### config.mk
export PLATFORM = sky130hd
export DESIGN_NAME = mem_port_arbiter
export DESIGN_NICKNAME = d
export VERILOG_FILES = /design/src/rtl/mem_port_arbiter.sv
export SDC_FILE = /design/constraint.sdc
export NUM_CORES = 1
export LEC_CHECK = 0
export ABC_AREA = 1
export CAP_MARGIN = 0
export CORE_MARGIN = 2
export CORE_UTILIZATION = 37
export CTS_CLUSTER_SIZE = 28
export DETAILED_ROUTE_END_ITERATION = 8
export DONT_BUFFER_PORTS = 1
export PLACE_DENSITY = 0.49
export SLEW_MARGIN = 40
export SYNTH_ARGS = -nofsm -noshare
export SYNTH_HDL_FRONTEND = slang
export SYNTH_SLANG_ARGS = --single-unit
### constraint.sdc
create_clock -name clk_i -period 4.35 [get_ports clk_i]
set_input_delay 0 -clock clk_i [delete_from_list [all_inputs] [get_ports clk_i]]
set_output_delay 0 -clock clk_i [all_outputs]
set_load 0.01 [all_outputs]
### src/rtl/mem_port_arbiter.sv
// Arbitrates a single fixed-latency memory port between instruction fetch and data access.
// Build option MEM_ARB_RR_EN selects round-robin tie-breaking; default is data-over-fetch priority.
module mem_port_arbiter #(
  parameter int ADDR_W  = 32,
  parameter int DATA_W  = 32,
  parameter int MEM_LAT = 2
) (
  input  logic              clk_i,
  input  logic              rst_i,
  input  logic              start_i,
  input  logic              if_req_i,
  input  logic [ADDR_W-1:0] if_addr_i,
  output logic              if_ack_o,
  output logic [DATA_W-1:0] if_data_o,
  input  logic              dm_req_i,
  input  logic              dm_we_i,
  input  logic [ADDR_W-1:0] dm_addr_i,
  input  logic [DATA_W-1:0] dm_wdata_i,
  output logic              dm_ack_o,
  output logic [DATA_W-1:0] dm_rdata_o,
  output logic              mem_en_o,
  output logic              mem_we_o,
  output logic [ADDR_W-1:0] mem_addr_o,
  output logic [DATA_W-1:0] mem_wdata_o,
  input  logic [DATA_W-1:0] mem_rdata_i,
  output logic              stall_o
);

  typedef enum logic [1:0] {IDLE, ISSUE, WAIT, DONE} state_t;

  state_t            state_q, state_d;
  logic [3:0]        cnt_q, cnt_d;
  logic              grant_q, grant_d;           // 1 = data port owns the access
  logic              last_grant_q, last_grant_d;
  logic [ADDR_W-1:0] addr_q, addr_d;
  logic              we_q, we_d;
  logic [DATA_W-1:0] wdata_q, wdata_d;
  logic [DATA_W-1:0] if_data_q, if_data_d;
  logic [DATA_W-1:0] dm_rdata_q, dm_rdata_d;
  logic              pick_dm;

`ifdef MEM_ARB_RR_EN
  assign pick_dm = dm_req_i & (~if_req_i | ~last_grant_q);
`else
  // last_grant is still tracked here, but fixed priority ignores it.
  assign pick_dm = dm_req_i | (1'b0 & last_grant_q);
`endif

  always_ff @(posedge clk_i) begin
    if (rst_i) begin
      state_q      <= IDLE;
      cnt_q        <= '0;
      grant_q      <= 1'b0;
      last_grant_q <= 1'b0;
      addr_q       <= '0;
      we_q         <= 1'b0;
      wdata_q      <= '0;
      if_data_q    <= '0;
      dm_rdata_q   <= '0;
    end else begin
      state_q      <= state_d;
      cnt_q        <= cnt_d;
      grant_q      <= grant_d;
      last_grant_q <= last_grant_d;
      addr_q       <= addr_d;
      we_q         <= we_d;
      wdata_q      <= wdata_d;
      if_data_q    <= if_data_d;
      dm_rdata_q   <= dm_rdata_d;
    end
  end

  always_comb begin
    state_d      = state_q;
    cnt_d        = cnt_q;
    grant_d      = grant_q;
    last_grant_d = last_grant_q;
    addr_d       = addr_q;
    we_d         = we_q;
    wdata_d      = wdata_q;
    if_data_d    = if_data_q;
    dm_rdata_d   = dm_rdata_q;
    mem_en_o     = 1'b0;
    mem_we_o     = 1'b0;
    mem_addr_o   = '0;
    mem_wdata_o  = '0;
    if_ack_o     = 1'b0;
    dm_ack_o     = 1'b0;
    case (state_q)
      IDLE: begin
        if (start_i && (if_req_i || dm_req_i)) begin
          grant_d = pick_dm;
          addr_d  = pick_dm ? dm_addr_i : if_addr_i;
          we_d    = pick_dm & dm_we_i;
          wdata_d = pick_dm ? dm_wdata_i : '0;
          state_d = ISSUE;
        end
      end
      ISSUE: begin
        mem_en_o    = 1'b1;
        mem_we_o    = we_q;
        mem_addr_o  = addr_q;
        mem_wdata_o = wdata_q;
        cnt_d       = 4'(MEM_LAT);
        state_d     = WAIT;
      end
      WAIT: begin
        cnt_d = cnt_q - 4'd1;
        // Read data is only valid in the last WAIT cycle.
        if (cnt_q == 4'd1) begin
          if (!we_q) begin
            if (grant_q) dm_rdata_d = mem_rdata_i;
            else         if_data_d  = mem_rdata_i;
          end
          state_d = DONE;
        end
      end
      DONE: begin
        if_ack_o     = ~grant_q;
        dm_ack_o     = grant_q;
        last_grant_d = grant_q;
        state_d      = IDLE;
      end
      default: state_d = IDLE;
    endcase
  end

  assign if_data_o  = if_data_q;
  assign dm_rdata_o = dm_rdata_q;
  assign stall_o    = (if_req_i & ~if_ack_o) | (dm_req_i & ~dm_ack_o);

endmodule

==> implementation parameters, run 1 <==
Parameter                              Value

Synth
  Synthesized area per cell    6.52 um^2
  Cell type with the highest aggregate area in the netlist    dfxtp_1
  Post-synthesis cell type count    21
  Total of flip-flops plus latches after synthesis    136
  Cell with the most instances after synthesis    nand2_1
  Share of the synthesized area in the top cell type    44.4%
  Top post-synthesis cells by area    dfxtp_1 (44%), nand2_1 (21%), inv_1 (6.5%)
  Commonest cells in the netlist    nand2_1 (338), dfxtp_1 (136), inv_1 (107)
  Share of async-settable or async-resettable flops after synthesis    0%
  Post-Synthesis Net Count    1,082
  Post-synthesis instance total    941
  Primary FF master, synth    dfxtp_1
  Post-synthesis cell area    0.00614 mm^2
  Post-synthesis sequential area ratio    44.4%
  Count of flip-flops with a built-in enable after synthesis    0
  Count of yosys warnings during synthesis    0

Run status
  Status    completed

Placement
  Worst setup slack after placement    1840 ps
  Final Wtd Congestion    around 0.77
  HPWL after detailed placement    10,500 um
  Placed Area    0.00618 mm^2
  Port Buf Inserts    0

Worst setup path
  Setup slack of the most critical reg-to-reg path    roughly 1800 ps
  Cell count along the critical path    8
  Crit path required time    4700 ps
  Critical-path cell list    inv_1, ha_1, nand3_2, inv_2, buf_4, nand2_1, a21oi_1, dlygate4sd3_1
  Slowest stage cell, crit path    dlygate4sd3_1
  Reg-to-reg endpoint    addr_q[0]
  Largest fanout on the critical path    38
  Worst Path Class, Setup    flip-flop to flip-flop
  Worst path arrival time    2920 ps
  Critical register-to-register path startpoint    state_q[1]
  Path depth of the worst reg2reg path    8
  Type of element launching the critical path    flip-flop
  Element type at the critical path end    flip-flop
  Critical path buffer and inverter count    4
  Delay of the slowest critical-path stage    590 ps
  Kind of cell adding the most delay to the critical path    buffers and inverters

Timing
  Unrepaired setup endpoints after global routing    no
  Worst clock skew    ~6.7 ps
  Final total negative setup slack    0 ps
  Highest achievable clock rate    390 MHz
  Count of endpoints failing hold in the final timing report    0
  Worst path setup slack after routing    1780 ps
  Final number of setup-violating endpoints    0
  Worst Hold Slack    94.8 ps
  Relative slew slack    51.9%
  Measured slew at the worst slew-check pin    722 ps
  Post-layout min period    2570 ps
  Max-slew violation count    0
  Ratio of final minimum period to clock period    about three fifths

Routing
  Total Wirelength    18,400 um
  Via Count    6,254
  Remaining routing DRC violations    0
  Antenna viol nets, final    0
  Number of iterations in the first detailed-routing pass    4
  Initial drt markers    ~360
  Routed wirelength normalized by instance count    13.8 um
  Average vias per placed instance    4.70

CTS
  Root buf cell    clkbuf_16
  Max Root-Sink Buffers    2
  Number of buffers created by CTS    17
  Post-cts sizing count    0
  CTS tree    done
  Clock slew at the register clock pins of the worst setup and hold paths    60 ps
  Clock insertion delay at the later pin of the skew report    410 ps
  Number of H-tree levels    4
  Sink count of the clock tree    roughly 140

Die
  Total Die Area    0.0176 mm^2
  Width of the chip    between 100 and 150 um
  Initial cell density of the core    37.4%
  Core Area    0.0164 mm^2
  Number of primary I/O pins    267
  Site Rows    47
  Die Ht    133 um

Worst hold path
  Worst hold-check path type    primary input to flip-flop
  Worst-case hold path end point    wdata_q[12]
  Hold path depth    5
  Hold Crit Start    dm_req_i

GRT
  Overall Global Routing Usage    20.9%
  Global route overflow    0
  Vias in the first global route    6,195
  Global-route wire length before repair    30,200 um
  Antenna violations before repair    0
  Maximum number of pins on one net before global-route repair    69

Power
  Leakage power total    around 0.0044 uW
  Power density relative to cell area    445 mW/mm^2
  Peak supply drop    a little under 0.0003 V

Finish
  Area Overhead vs Synth    42.5%
  ANT cells    0
  Fin nets    1,238
  Share of cells above drive strength 1    4.32%
  Post-route cell area    0.00874 mm^2
  Fill count    between 1,500 and 2,000

Run
  MaxCap Viol Count    0
==> flip-flops by register name (all words and copies together) (netlist names) <==
| name | count |
|---|---|
| state_q | 2 |
| dm_rdata_o | 32 |
| if_data_o | 32 |
| grant_q | 1 |
| wdata_q | 32 |
| we_q | 1 |
| cnt_q | 4 |
| addr_q | 32 |
==> layout make-up <==
cell class	count	area [um^2]	share of cell area (%)
Multi-Input combinational cell	631	2730	31.2
Sequential cell	136	2720	31.1
Timing Repair Buffer	202	2040	23.3
Clock buffer	19	443	5.07
Inverter	109	409	4.68
Tap cell	220	275	3.15
Clock inverter	13	121	1.39
==> tightest hold or removal path, stage by stage <==
cell and delay, ps:
buf_16 180, nand2_1 100, inv_1 30, nand2_1 50, a21oi_1 50
==> metrics by stage <==
| step | cells | util [%] | power, uW |
|---|---|---|---|
| 2_1_floorplan | 941 | - | 2160 |
| 3_3_place_gp | 1103 | 37.6 | 2320 |
| 3_5_place_dp | 1103 | 37.7 | 2320 |
| 4_1_cts | 1330 | 53.2 | 3930 |
| 5_1_grt | 1330 | 53.3 | 4140 |
| 6_report | 1330 | 53.3 | 3890 |
==> repair_timing <==
action | 4_1_cts | 5_1_grt
buffers inserted | 0 | 0
hold buffers | 195 | 0
hold endpoints to repair | 133 | 0
==> logic make-up (layout without fill, tap and decap cells) <==
group,Yosys count,count (layout),share of synthesized area (%)
simple gates,487,487,31.6
fa+ha+maj,7,7,1.43
flops,136,136,44.4
buf+inv,174,343,11.4
compound gates,137,137,11.2
==> placed cells by master (no fill, tap or decap), types with 3 or more instances in the layout <==
cell and count:
a21oi_1 71, nor2_1 75, o21ai_1 9, dlygate4sd3_1 193
buf_4 7, inv_6 3, nand2_1 337, clkbuf_16 17
o21ai_0 56, ha_1 6, nor3_1 66, clkinvlp_4 5
inv_1 107, dfxtp_1 136
==> how the worst max path moves through the flow <==
stage,start,to,slack (ps)
2_1_floorplan,state_q[0],if_data_o[23],2950
3_3_place_gp,state_q[0],dm_rdata_o[19],1540
3_5_place_dp,state_q[0],dm_rdata_o[21],1840
4_1_cts,state_q[1],addr_q[6],1770
5_1_grt,state_q[1],addr_q[15],1590
6_report,state_q[1],addr_q[0],1780
==> where the power goes <==
| part | internal [uW] | leakage, uW | switching [uW] |
|---|---|---|---|
| Sequential | 1370 | 0.00110 | 82.2 |
| Combinational | 384 | 0.00302 | 685 |
| Clock | 805 | 0.000262 | 567 |
| Total | 2550 | 0.00439 | 1330 |
==> routing by layer <==
| layer | part of all wire [%] | wire (um) | vias to the layer above | track usage (%) |
|---|---|---|---|---|
| met5 | 0 | 0 | - | 0 |
| met4 | 1.9 | 349 | 0 | 6.87 |
| met3 | 7.2 | 1330 | 26 | 6.93 |
| met2 | 47 | 8640 | 187 | 34.1 |
| met1 | 44 | 8090 | 2828 | 26.2 |
| li1 | - | - | 3213 | - |
No activity file was read; power rests on OpenSTA's default activity.
==> run 2, diff against run 1 <==
--- a/config.mk
+++ b/config.mk
@@ -12,7 +12,7 @@
 export CTS_CLUSTER_SIZE = 28
 export DETAILED_ROUTE_END_ITERATION = 8
 export DONT_BUFFER_PORTS = 1
-export PLACE_DENSITY = 0.49
+export PLACE_DENSITY = 0.51
 export SLEW_MARGIN = 40
 export SYNTH_ARGS = -nofsm -noshare
 export SYNTH_HDL_FRONTEND = slang
==> constraint.sdc (replaced) <==
create_clock -name clk_i -period 2.25 [get_ports clk_i]
set_input_delay 0 -clock clk_i [delete_from_list [all_inputs] [get_ports clk_i]]
set_output_delay 0 -clock clk_i [all_outputs]
set_load 0.01 [all_outputs]
==> run 2 against run 1 <==
Compared with the run above:
- total power grew 96%
- first-iteration DRC count is 28% lower
- cell count decreased by 1.4%
- routed wire length fell by 1.1%
- largest cell class is now registers
- largest power group unchanged
==> implementation parameters, run 2 (synthesis results as in run 1) <==
Parameter                              Value

GRT
  Vias in the first global route    just under 6,000
  Global-route wire length before repair    29,300 um
  Antenna violations before repair    0
  Global route overflow    0
  Overall Global Routing Usage    20.2%
  Maximum number of pins on one net before global-route repair    68

Die
  Die Ht    133 um
  Number of primary I/O pins    267
  Initial cell density of the core    ~37%
  Core Area    0.0164 mm^2
  Width of the chip    133 um
  Total Die Area    approximately 0.018 mm^2
  Site Rows    47

Worst setup path
  Critical-path cell list    inv_1, ha_1, nand4_1, dlygate4sd3_1, a21oi_1, dlygate4sd3_1
  Slowest stage cell, crit path    dlygate4sd3_1
  Element type at the critical path end    flip-flop
  Cell with the most instances on the worst path    dlygate4sd3_1
  Crit path required time    2540 ps
  Delay of the slowest critical-path stage    roughly 560 ps
  Type of element launching the critical path    flip-flop
  Worst path arrival time    2410 ps
  Largest fanout on the critical path    4
  Setup slack of the most critical reg-to-reg path    130 ps
  Kind of cell adding the most delay to the critical path    buffers and inverters
  Critical register-to-register path startpoint    state_q[0]
  Worst setup startpoint    state_q[0]
  Critical path buffer and inverter count    3
  Worst Path Class, Setup    flip-flop to flip-flop

Power
  Leakage power total    between 0.004 and 0.005 uW
  Power density relative to cell area    about 880 mW/mm^2
  Peak supply drop    0.000589 V

Timing
  Count of endpoints failing hold in the final timing report    0
  Relative slew slack    74.4%
  Final number of setup-violating endpoints    0
  Ratio of final minimum period to clock period    between 90% and 100%
  Highest achievable clock rate    472 MHz
  Post-layout min period    between 2000 and 2500 ps
  Max-slew violation count    0
  Worst clock skew    8.16 ps
  Unrepaired setup endpoints after global routing    no
  Final total negative setup slack    0 ps
  Measured slew at the worst slew-check pin    379 ps

CTS
  Max Root-Sink Buffers    2
  Clock slew at the register clock pins of the worst setup and hold paths    roughly 60 ps
  Number of buffers created by CTS    17
  Number of H-tree levels    4
  Setup fix buffers added after clock tree synthesis    0
  CTS tree    done
  Root buf cell    clkbuf_16
  Sink count of the clock tree    136
  Clock insertion delay at the later pin of the skew report    410 ps

Routing
  Remaining routing DRC violations    0
  Number of iterations in the first detailed-routing pass    5
  Routed wirelength normalized by instance count    13.9 um
  Total Wirelength    18,200 um
  Via Count    6,204
  Initial drt markers    261
  Antenna viol nets, final    0
  Average vias per placed instance    about 4.7

Finish
  ANT cells    0
  Fin nets    1,221
  Most common cell after layout, fill and taps aside    nand2_1
  Commonest non-fill, non-tap cells in the layout    nand2_1 (337), dlygate4sd3_1 (171), dfxtp_1 (136), inv_1 (107), nor2_1 (75)
  Area Overhead vs Synth    40.3%
  Count of placed standard cells in the final layout, fillers left out    ~1,300
  Share of cells above drive strength 1    4.77%

Placement
  Port Buf Inserts    0
  HPWL after detailed placement    10,400 um
  Placed insts    between 1,000 and 1,500
  Final Wtd Congestion    0.731

Worst hold path
  Hold Crit Start    rst_i
  Worst hold-check path type    primary input to flip-flop

Run
  MaxCap Viol Count    0

Run status
  Status    completed
run 2: power breakdown:
group	switching [uW]	internal (uW)	leakage [uW]
combinational	1320	767	0.00289
clock	1040	1680	0.000289
sequential	164	2640	0.00110
total	2530	5090	0.00428
run 2: final cells by class:
cell class / count / area [um^2]
Clock inverter: 11 / 124
Sequential cell: 136 / 2720
Multi-Input combinational cell: 631 / 2720
Timing Repair Buffer: 185 / 1910
Inverter: 109 / 409
Fill cell: 1636 / 7800
Clock buffer: 19 / 453
Tap cell: 220 / 275
run 2: tightest hold or removal path, delay by kind of cell:
family / cells / cell delay (ps)
buffers and inverters: 2 / 240
AND/OR/NAND/NOR: 1 / 40
AO/OA/AOI/OAI: 1 / 100
run 2: what timing repair did:
action | in CTS | in global routing
endpoints found under the setup margin | 0 | 0
hold endpoints to repair | 133 | 0
resized for setup | 0 | 0
hold buffers | 173 | 0
run 2: final timing paths:
path                   end  cells after the start
max reg2reg        grant_q                      6
max                grant_q                      6
min reg2reg      addr_q[7]                      2
min          if_data_o[30]                      4
run 2: per-stage QoR:
step	hold WS [ps]	cell area [um^2]	setup WS, ps	utilization, %	total power, uW
6_report	18.8	8610	130	52.5	7610
2_1_floorplan	142	6140	847	-	4180
4_1_cts	1.21	8610	149	52.5	7710
3_3_place_gp	77.2	6260	727	38.2	4580
3_5_place_dp	78.0	6260	719	38.2	4580
5_1_grt	37.8	8610	26.0	52.5	8080
run 2: metal layers:
metal  wire length, um  global-route usage [%]
met1              8000                    24.9
met2              8680                    34.0
met3              1230                    6.09
met4               301                    6.33
met5                 0                       0
